===== config.mk =====
export PLATFORM = sky130hd
export DESIGN_NAME = add_sequencer
export DESIGN_NICKNAME = d
export VERILOG_FILES = /design/src/rtl/add_sequencer.sv
export SDC_FILE = /design/constraint.sdc
export NUM_CORES = 1
export LEC_CHECK = 0
export ABC_AREA = 0
export CORE_ASPECT_RATIO = 1.2
export CORE_MARGIN = 8
export CORE_UTILIZATION = 49
export DETAILED_ROUTE_END_ITERATION = 16
export PLACE_DENSITY = 0.91
export SLEW_MARGIN = 30
export SYNTH_ARGS = -nofsm -noshare
export SYNTH_HDL_FRONTEND = slang
export SYNTH_SLANG_ARGS = --single-unit

===== constraint.sdc =====
create_clock -name clk -period 4.28 [get_ports clk]
set_clock_uncertainty 0.05 [all_clocks]
set_input_delay 0.856 -clock clk [delete_from_list [all_inputs] [get_ports clk]]
set_output_delay 0.856 -clock clk [all_outputs]
set_load 0.05 [all_outputs]

===== src/rtl/add_sequencer.sv =====
// add_sequencer
//   Performs a WIDTH-bit add or subtract on a shared 4-bit adder, one nibble
//   per pass from LSB to MSB, with the carry chained between passes.
//   Operands are latched on an accepted start. Result and flags are delivered
//   with a one-cycle done pulse.
//
// Ports
//   clk, rst_n          clock and synchronous active-low reset
//   start, sub, a, b    request, operation select (1 = a-b) and operands
//   busy, done, err     status: busy while working, done pulse, timeout error
//   result, carry,
//   overflow, zero      outcome, held until the next op completes
//   add_en, add_a,
//   add_b, add_cin      drive to the shared nibble adder
//   add_sum, add_cout,
//   add_ready           response from the shared nibble adder
//   dbg_state           current FSM state (0 IDLE, 1 RUN, 2 CAPTURE, 3 DONE)
//
// Adder handshake: add_en is held high for an entire pass. The adder signals
// completion by raising add_ready. The sum is taken on the first clock edge
// at which add_en and add_ready are both high. add_en then drops for exactly
// one cycle, CAPTURE, so the adder can clear its internal state before the
// next pass.
module add_sequencer #(
  parameter int WIDTH         = 8,
  parameter int READY_TIMEOUT = 15
) (
  input  logic             clk,
  input  logic             rst_n,
  input  logic             start,
  input  logic             sub,
  input  logic [WIDTH-1:0] a,
  input  logic [WIDTH-1:0] b,
  output logic             busy,
  output logic             done,
  output logic             err,
  output logic [WIDTH-1:0] result,
  output logic             carry,
  output logic             overflow,
  output logic             zero,
  output logic             add_en,
  output logic [3:0]       add_a,
  output logic [3:0]       add_b,
  output logic             add_cin,
  input  logic [3:0]       add_sum,
  input  logic             add_cout,
  input  logic             add_ready,
  output logic [1:0]       dbg_state
);

  localparam int N  = WIDTH / 4;
  localparam int NW = (N > 1) ? $clog2(N) : 1;
  localparam int CW = $clog2(READY_TIMEOUT + 1);

  typedef enum logic [1:0] {
    S_IDLE    = 2'd0,
    S_RUN     = 2'd1,
    S_CAPTURE = 2'd2,
    S_DONE    = 2'd3
  } state_t;

  state_t state, state_nxt;

  logic [WIDTH-1:0] a_q;
  logic [WIDTH-1:0] b_q;     // already inverted for subtract
  logic [WIDTH-1:0] work;    // shadow result, filled nibble by nibble
  logic             chain;   // carry into the current nibble
  logic [NW-1:0]    nib_idx;
  logic [CW-1:0]    wait_cnt;
  logic [WIDTH-1:0] a_sh;
  logic [WIDTH-1:0] b_sh;
  logic             last_nib;
  logic             timeout_hit;

  assign last_nib    = (nib_idx == NW'(N - 1));
  assign timeout_hit = (wait_cnt == CW'(READY_TIMEOUT - 1));
  assign a_sh        = a_q >> {nib_idx, 2'b00};
  assign b_sh        = b_q >> {nib_idx, 2'b00};

  // State register
  always_ff @(posedge clk) begin
    if (!rst_n) state <= S_IDLE;
    else        state <= state_nxt;
  end

  // Next-state logic
  always_comb begin
    state_nxt = state;
    case (state)
      S_IDLE:    if (start) state_nxt = S_RUN;
      S_RUN: begin
        // A ready arriving on the last allowed cycle still wins over the timeout.
        if (add_ready)        state_nxt = S_CAPTURE;
        else if (timeout_hit) state_nxt = S_DONE;
      end
      S_CAPTURE: state_nxt = last_nib ? S_DONE : S_RUN;
      S_DONE:    state_nxt = S_IDLE;
      default:   state_nxt = S_IDLE;
    endcase
  end

  // Outputs decoded from state
  always_comb begin
    busy      = (state != S_IDLE);
    done      = (state == S_DONE);
    add_en    = (state == S_RUN);
    add_a     = 4'h0;
    add_b     = 4'h0;
    add_cin   = 1'b0;
    dbg_state = state;
    if (state == S_RUN) begin
      add_a   = a_sh[3:0];
      add_b   = b_sh[3:0];
      add_cin = chain;
    end
  end

  // Datapath. The nibble sum is taken on the edge where ready is seen. That
  // way the value does not depend on the adder holding its outputs once
  // add_en drops. CAPTURE then advances the pass or publishes the result.
  always_ff @(posedge clk) begin
    if (!rst_n) begin
      a_q      <= '0;
      b_q      <= '0;
      work     <= '0;
      chain    <= 1'b0;
      nib_idx  <= '0;
      wait_cnt <= '0;
      err      <= 1'b0;
      result   <= '0;
      carry    <= 1'b0;
      overflow <= 1'b0;
      zero     <= 1'b0;
    end else begin
      case (state)
        S_IDLE: begin
          if (start) begin
            a_q      <= a;
            b_q      <= b ^ {WIDTH{sub}};
            chain    <= sub;
            nib_idx  <= '0;
            wait_cnt <= '0;
          end
        end
        S_RUN: begin
          if (add_ready) begin
            work[{nib_idx, 2'b00} +: 4] <= add_sum;
            chain    <= add_cout;
            wait_cnt <= '0;
          end else if (timeout_hit) begin
            err      <= 1'b1;
            result   <= '0;
            carry    <= 1'b0;
            overflow <= 1'b0;
            zero     <= 1'b0;
            wait_cnt <= '0;
          end else begin
            wait_cnt <= wait_cnt + 1'b1;
          end
        end
        S_CAPTURE: begin
          wait_cnt <= '0;
          if (last_nib) begin
            err      <= 1'b0;
            result   <= work;
            carry    <= chain;
            // Signed overflow: operands as seen by the adder share a sign,
            // and the sum has the other sign.
            overflow <= (a_q[WIDTH-1] == b_q[WIDTH-1]) &&
                        (work[WIDTH-1] != a_q[WIDTH-1]);
            zero     <= (work == '0);
          end else begin
            nib_idx <= nib_idx + 1'b1;
          end
        end
        default: ;
      endcase
    end
  end

endmodule

# Yosys cells after proc, flatten, opt, wreduce, memory -nomap -nowiden

Cells that the tools add are included.

Output and inout bits: 26
Flip-flop bits (word level): 44
Bits of input ports: 26
Logic and storage cells: 82

Equal/unequal tests: 12
Muxes and demuxes: 35
Add/sub/neg operators: 3
Shift operators: 4
Bitwise operators: 1
Reduce and logical (&&, ||, !) cells: 15

Operators by type and width:

| operator                                              | number |
|---|---|
| two-way mux 8 bit                                     | 3 |
| two-way mux 4 bit                                     | 5 |
| one-hot mux 8 bit (2 select lines)                    | 1 |
| >> shifter 8 x 3 -> 4 bit                             | 2 |
| two-way mux 1 bit                                     | 13 |
| one-hot mux 1 bit (2 select lines)                    | 6 |
| one-hot mux 4 bit (3 select lines)                    | 1 |
| AND reduction 2 bit                                   | 5 |
| bitwise mux 8 bit                                     | 1 |
| logical NOT 8 bit                                     | 1 |
| two-way mux 2 bit                                     | 4 |
| one-hot mux 2 bit (4 select lines)                    | 1 |
| nonzero test 2 bit                                    | 4 |
| variable shift 4 x 5 -> 8 bit, first input constant   | 1 |
| indexed part select 4 x 5 -> 8 bit                    | 1 |
| bitwise XOR 8 bit                                     | 1 |
| inequality test 2 bit, second input constant          | 3 |
| negator 3 -> 5 bit                                    | 1 |
| adder 4 x 1 -> 4 bit, second input constant           | 1 |
| equality test 2 bit, second input constant            | 2 |
| equality test 4 bit, second input constant            | 1 |
| inequality test 2 x 1 -> 1 bit, second input constant | 2 |
| AND reduction 4 bit                                   | 1 |
| inequality test 3 x 1 -> 1 bit, second input constant | 1 |
| 8 further kinds                                       | 8 |

# Longest topological paths before layout

Word-level depth: 4
Mapped depth: 6
Depth with buffers taken out: 5

# Worst setup path before layout

OpenSTA, ideal clock, no wires.

Path kind: register -> output
Start point: reg state[0], in the netlist dbg_state[0]
End point: out add_a[0]
Required time: 3374 ps
Buffers on the path: 1
Data arrival time: 1791 ps
Setup slack: 1583 ps
Cell stages (with the launch flop): 4
Cell sequence: dfxtp_1 nand2b_1 clkbuf_1 nor2_1

Longest elaborated chain between the ends: 2

RTL lines:

| element                      | line | RTL |
|---|---|---|
| from (decl)                  | 62   | `state_t state, state_nxt;` |
| from (signal assigned)       | 83   | `else state <= state_nxt;` |
| equality test 2 x 1 -> 1 bit | 111  | `if (state == S_RUN) begin` |
| two-way mux 4 bit            | 111  |  |
| to (decl)                    | 42   | `output logic [3:0] add_a,` |

Every way passes these cells.

# Final worst setup path

Start point: reg state[1], in the netlist dbg_state[1]
End point: out add_cin

Longest elaborated chain between the ends: 2

RTL lines:

| element                      | line | RTL |
|---|---|---|
| equality test 2 x 1 -> 1 bit | 111  |  |
| two-way mux 1 bit            | 111  |  |
| to (decl)                    | 44   | `output logic add_cin,` |

Every way passes these cells.

==> key figures <==
Global route
  – Overall global routing resource usage: 14.7%
  – Number of global-route vias before repair: 1584
  – Global route hottest layer: met2
  – Remaining global-route overflow: 0
  – Maximum number of pins on one net before global-route repair: 34
  – Global-route wire length before repair: 7.19 mm
  – Global-route track usage on met3: 4.89%
  – Global routing met1 resource utilization: 15.8%
  – Met2 track demand over resource in global routing: 24.8%
  – Number of antenna violations at the first check in global routing: 0

Drt
  – Pre-antenna DRT Iters: 4
  – Vias post-DR: 1600
  – Via density: 5.19
  – DRC violations left: 0
  – Total routed wirelength: 4.34 mm
  – Starting DRC count in detailed routing: 76
  – Remaining antenna violation count after routing: 0
  – Wire per inst: 14.1 um

Clocking
  – Setup Fix Bufs, Post-CTS: 0
  – Clk Latency, worst-skew pair: 0.30 ns
  – Clk slew on worst S/H paths: 0.08 ns
  – Total clock buffers created by CTS: 5
  – TritonCTS clock tree: yes
  – Maximum level of the CTS H-tree: 2
  – Maximum buffer depth of the clock tree: 2
  – Number of resized instances in the post-cts repair step: 0
  – Quantity of hold-fixing buffers added after cts: 0
  – Clock root cell: clkbuf_8
  – Total clock sinks: 44

Layout
  – Area added between synthesis and finish: 32.2%
  – Total number of nets in the final design: 281
  – Post-layout util: 66.0%
  – Fraction of layout cells with a size suffix above 1: 5.51%
  – Antenna diode count: 0
  – Final cell count without fillers: 308

Floorplanning
  – Die ar.: 6190 um2
  – Starting density of the core: 50.0%
  – Standard cell core area: 3850 um2
  – Die Wd: 73.2 um
  – Ports placed on the boundary: 52
  – Std cell rows: 25
  – Vertical die dimension: 84.6 um

STA
  – Final critical-path required period: 3.37 ns
  – Slew at the pin with the worst max-slew slack: 0.670 ns
  – Number of hold violations in the final report: 0
  – Relative max-transition margin: 55.3%
  – Fin. max-slew vios: 0
  – Final setup violation count: 0
  – Upper clock frequency limit: 296 MHz
  – Fin crit share: 78.8%
  – RSZ-0062 raised after global routing: false
  – Final setup TNS: 0 ns
  – Final Hold Slack: 0.408 ns

Critical path
  – Worst stage delay on the critical path: 0.69 ns
  – Type of the worst setup path: flip-flop to output port
  – Crit-path slowest cell: clkdlybuf4s50_1
  – Worst Setup Start Kind: flip-flop
  – Crit Path Max Fanout: 15
  – Critical path required time: 3.37 ns
  – Endpoint class of the critical path: output port
  – List of cells traversed by the critical path: nand2b_1 > inv_1 > and2_1 > clkdlybuf4s50_1
  – Data arrival, critical path: 2.47 ns

Placement
  – Final Wtd Congestion: 0.813
  – Number of cells after detailed placement: 300
  – Buffers on Ports: 51
  – Half-perimeter wire length after detailed placement: 3.18 mm

Synth
  – Number of synthesized register bits: 44
  – Cells after Synth: 209
  – Leading post-synthesis cells by cell area: dfxtp_1 (46%), mux2i_1 (8.9%), nor2_1 (5.7%)
  – Syn Area/Cell: 9.20 um2
  – Synth Warn #: 0
  – Share of synthesized area occupied by flip-flops and latches: 45.8%
  – Distinct cell type count after synthesis: 39
  – Net count after synthesis: 237
  – Fraction of synthesized cell area taken by the top area cell type: 45.8%
  – Largest area contributor in the synthesized netlist: dfxtp_1
  – Synth Cell Area: 1920 um2

Power and ir drop
  – NetSw: 0.000239 W
  – IR drop worst, VDD: 0.282 mV
  – Portion of total power attributed to combinational logic: 17.2%
  – Power per unit of standard cell area: 341 nW/um2
  – Internal Dissipation: 0.000626 W
  – Sw Share: 27.6%
  – Leakage power: 0.918 nW
  – Share of power burned in the clock network: 31.2%
  – Sequential Power Share: 51.6%
  – Power after layout: 0.000865 W

Worst hold path
  – Path class of the lowest-slack min-delay path: flip-flop to flip-flop

Status
  – Run status: complete, no violations

Job
  – Number of violations of the max-capacitance limit: 0
path summary, 6_finish.rpt:
check / from / to / slack (ns) / cells after the start
setup / recovery: dbg_state[1]$_SDFFE_PN0P_ / add_cin / 0.91 / 4
hold / removal: a_q[2]$_SDFFE_PN0P_ / a_q[2]$_SDFFE_PN0P_ / 0.41 / 2
setup reg to reg: dbg_state[0]$_SDFFE_PN0P_ / result[5]$_SDFFE_PN0P_ / 2.24 / 3
hold reg to reg: a_q[2]$_SDFFE_PN0P_ / a_q[2]$_SDFFE_PN0P_ / 0.41 / 2
cell usage in the layout, fill, tap and decap left out, drive strengths merged:
master / netlist / layout
nand2b: 3 / 3
o22ai: 1 / 1
o21ai: 3 / 3
mux2i: 17 / 17
o22a: 1 / 1
a22o: 10 / 10
o311a: 1 / 1
a21oi: 13 / 13
ha: 2 / 2
a311oi: 1 / 1
nor4: 2 / 2
inv: 5 / 5
nor3b: 2 / 2
and2: 2 / 2
clkbuf: 6 / 7
nor2: 29 / 29
dfxtp: 44 / 44
buf: 9 / 1
clkdlybuf4s50: 0 / 51
or3b: 1 / 1
and3b: 1 / 1
clkinvlp: 0 / 1
nand3: 3 / 3
a221oi: 2 / 2
nor2b: 1 / 1
a211oi: 9 / 9
or2: 1 / 1
nand2: 19 / 19
nand4: 2 / 2
nand4b: 1 / 1
nor3: 1 / 1
o2bb2ai: 2 / 2
and3: 1 / 1
a31oi: 1 / 1
nand3b: 3 / 3
xnor2: 8 / 8
nor4bb: 1 / 1
or4: 1 / 1
through the flow:
stage | setup slack (ns) | instance area (um2)
final | 0.906 | 2540
after floorplan | 1.58 | 1920
after CTS | 0.900 | 2530
after global routing | 0.773 | 2540
after global placement | 1.31 | 2440
after detailed placement | 1.23 | 2440
logic make-up after synthesis:
group	after synthesis	share of synthesized area (%)
DFF	44	45.8
and+or+nand+nor	74	19.4
buffers and inverters	20	4.49
xor gates and xnor gates	8	3.65
adders and majority gates	2	1.30
AOI/OAI and AO/OA	44	16.5
muxes	17	8.85
state kept, by name (all words and copies together), names as in the netlist:
| register | cells |
|---|---|
| wait_cnt | 4 |
| work | 8 |
| dbg_state | 2 |
| b_q | 8 |
| err | 1 |
| zero | 1 |
| result | 8 |
| chain | 1 |
| a_q | 8 |
| last_nib | 1 |
| overflow | 1 |
| carry | 1 |
worst max-delay path: cells and delay by family (launching register included):
kind,cells,cell delay [ns]
AND/OR/NAND/NOR,2,0.67
buffers and inverters,2,0.84
flip-flops,1,0.65
cell usage after synthesis:
cell       count
and2_0         1
o21ai_0        3
clkbuf_1       6
nor2b_1        1
or2_2          1
and3b_1        1
buf_2          9
nand3_1        3
a22o_1        10
and2_1         1
o2bb2ai_1      2
nand2b_1       3
nor2_1        29
nor3b_2        1
dfxtp_1       44
a221oi_1       1
a21oi_1       13
or4_1          1
nor4_1         2
or3b_1         1
o22ai_1        1
a31oi_1        1
and3_1         1
o22a_1         1
a311oi_1       1
a221oi_2       1
a211oi_1       9
nor3_1         1
nand2_1       19
mux2i_1       17
nor3b_4        1
nand3b_1       3
xnor2_1        8
nor4bb_1       1
ha_1           2
nand4b_1       1
inv_1          5
nand4_1        2
o311a_1        1
power groups by stage:
stage,Combinational [W],Sequential [W],Clock (W)
2_1_floorplan,0.0000962,0.000455,0
3_3_place_gp,0.000148,0.000454,0
3_5_place_dp,0.000149,0.000456,0
4_1_cts,0.000150,0.000446,0.000277
5_1_grt,0.000162,0.000449,0.000294
6_report,0.000149,0.000446,0.000270
metal layers:
layer  vias to the layer above  routed length (um)
met3                         8                 201
li1                        822                   -
met5                         -                   0
met2                        41                2110
met4                         0                  91
met1                       729                1940
final cells by class:
type | count | area, um2
multi-input cells | 145 | 961
repair buffers | 52 | 518
flip-flops and latches | 44 | 881
inverters | 5 | 18.8
well taps | 54 | 67.6
clock inverters | 1 | 7.51
clock buffers | 7 | 86.3
fillers | 320 | 1310
Power figures use the tool's default switching activity.
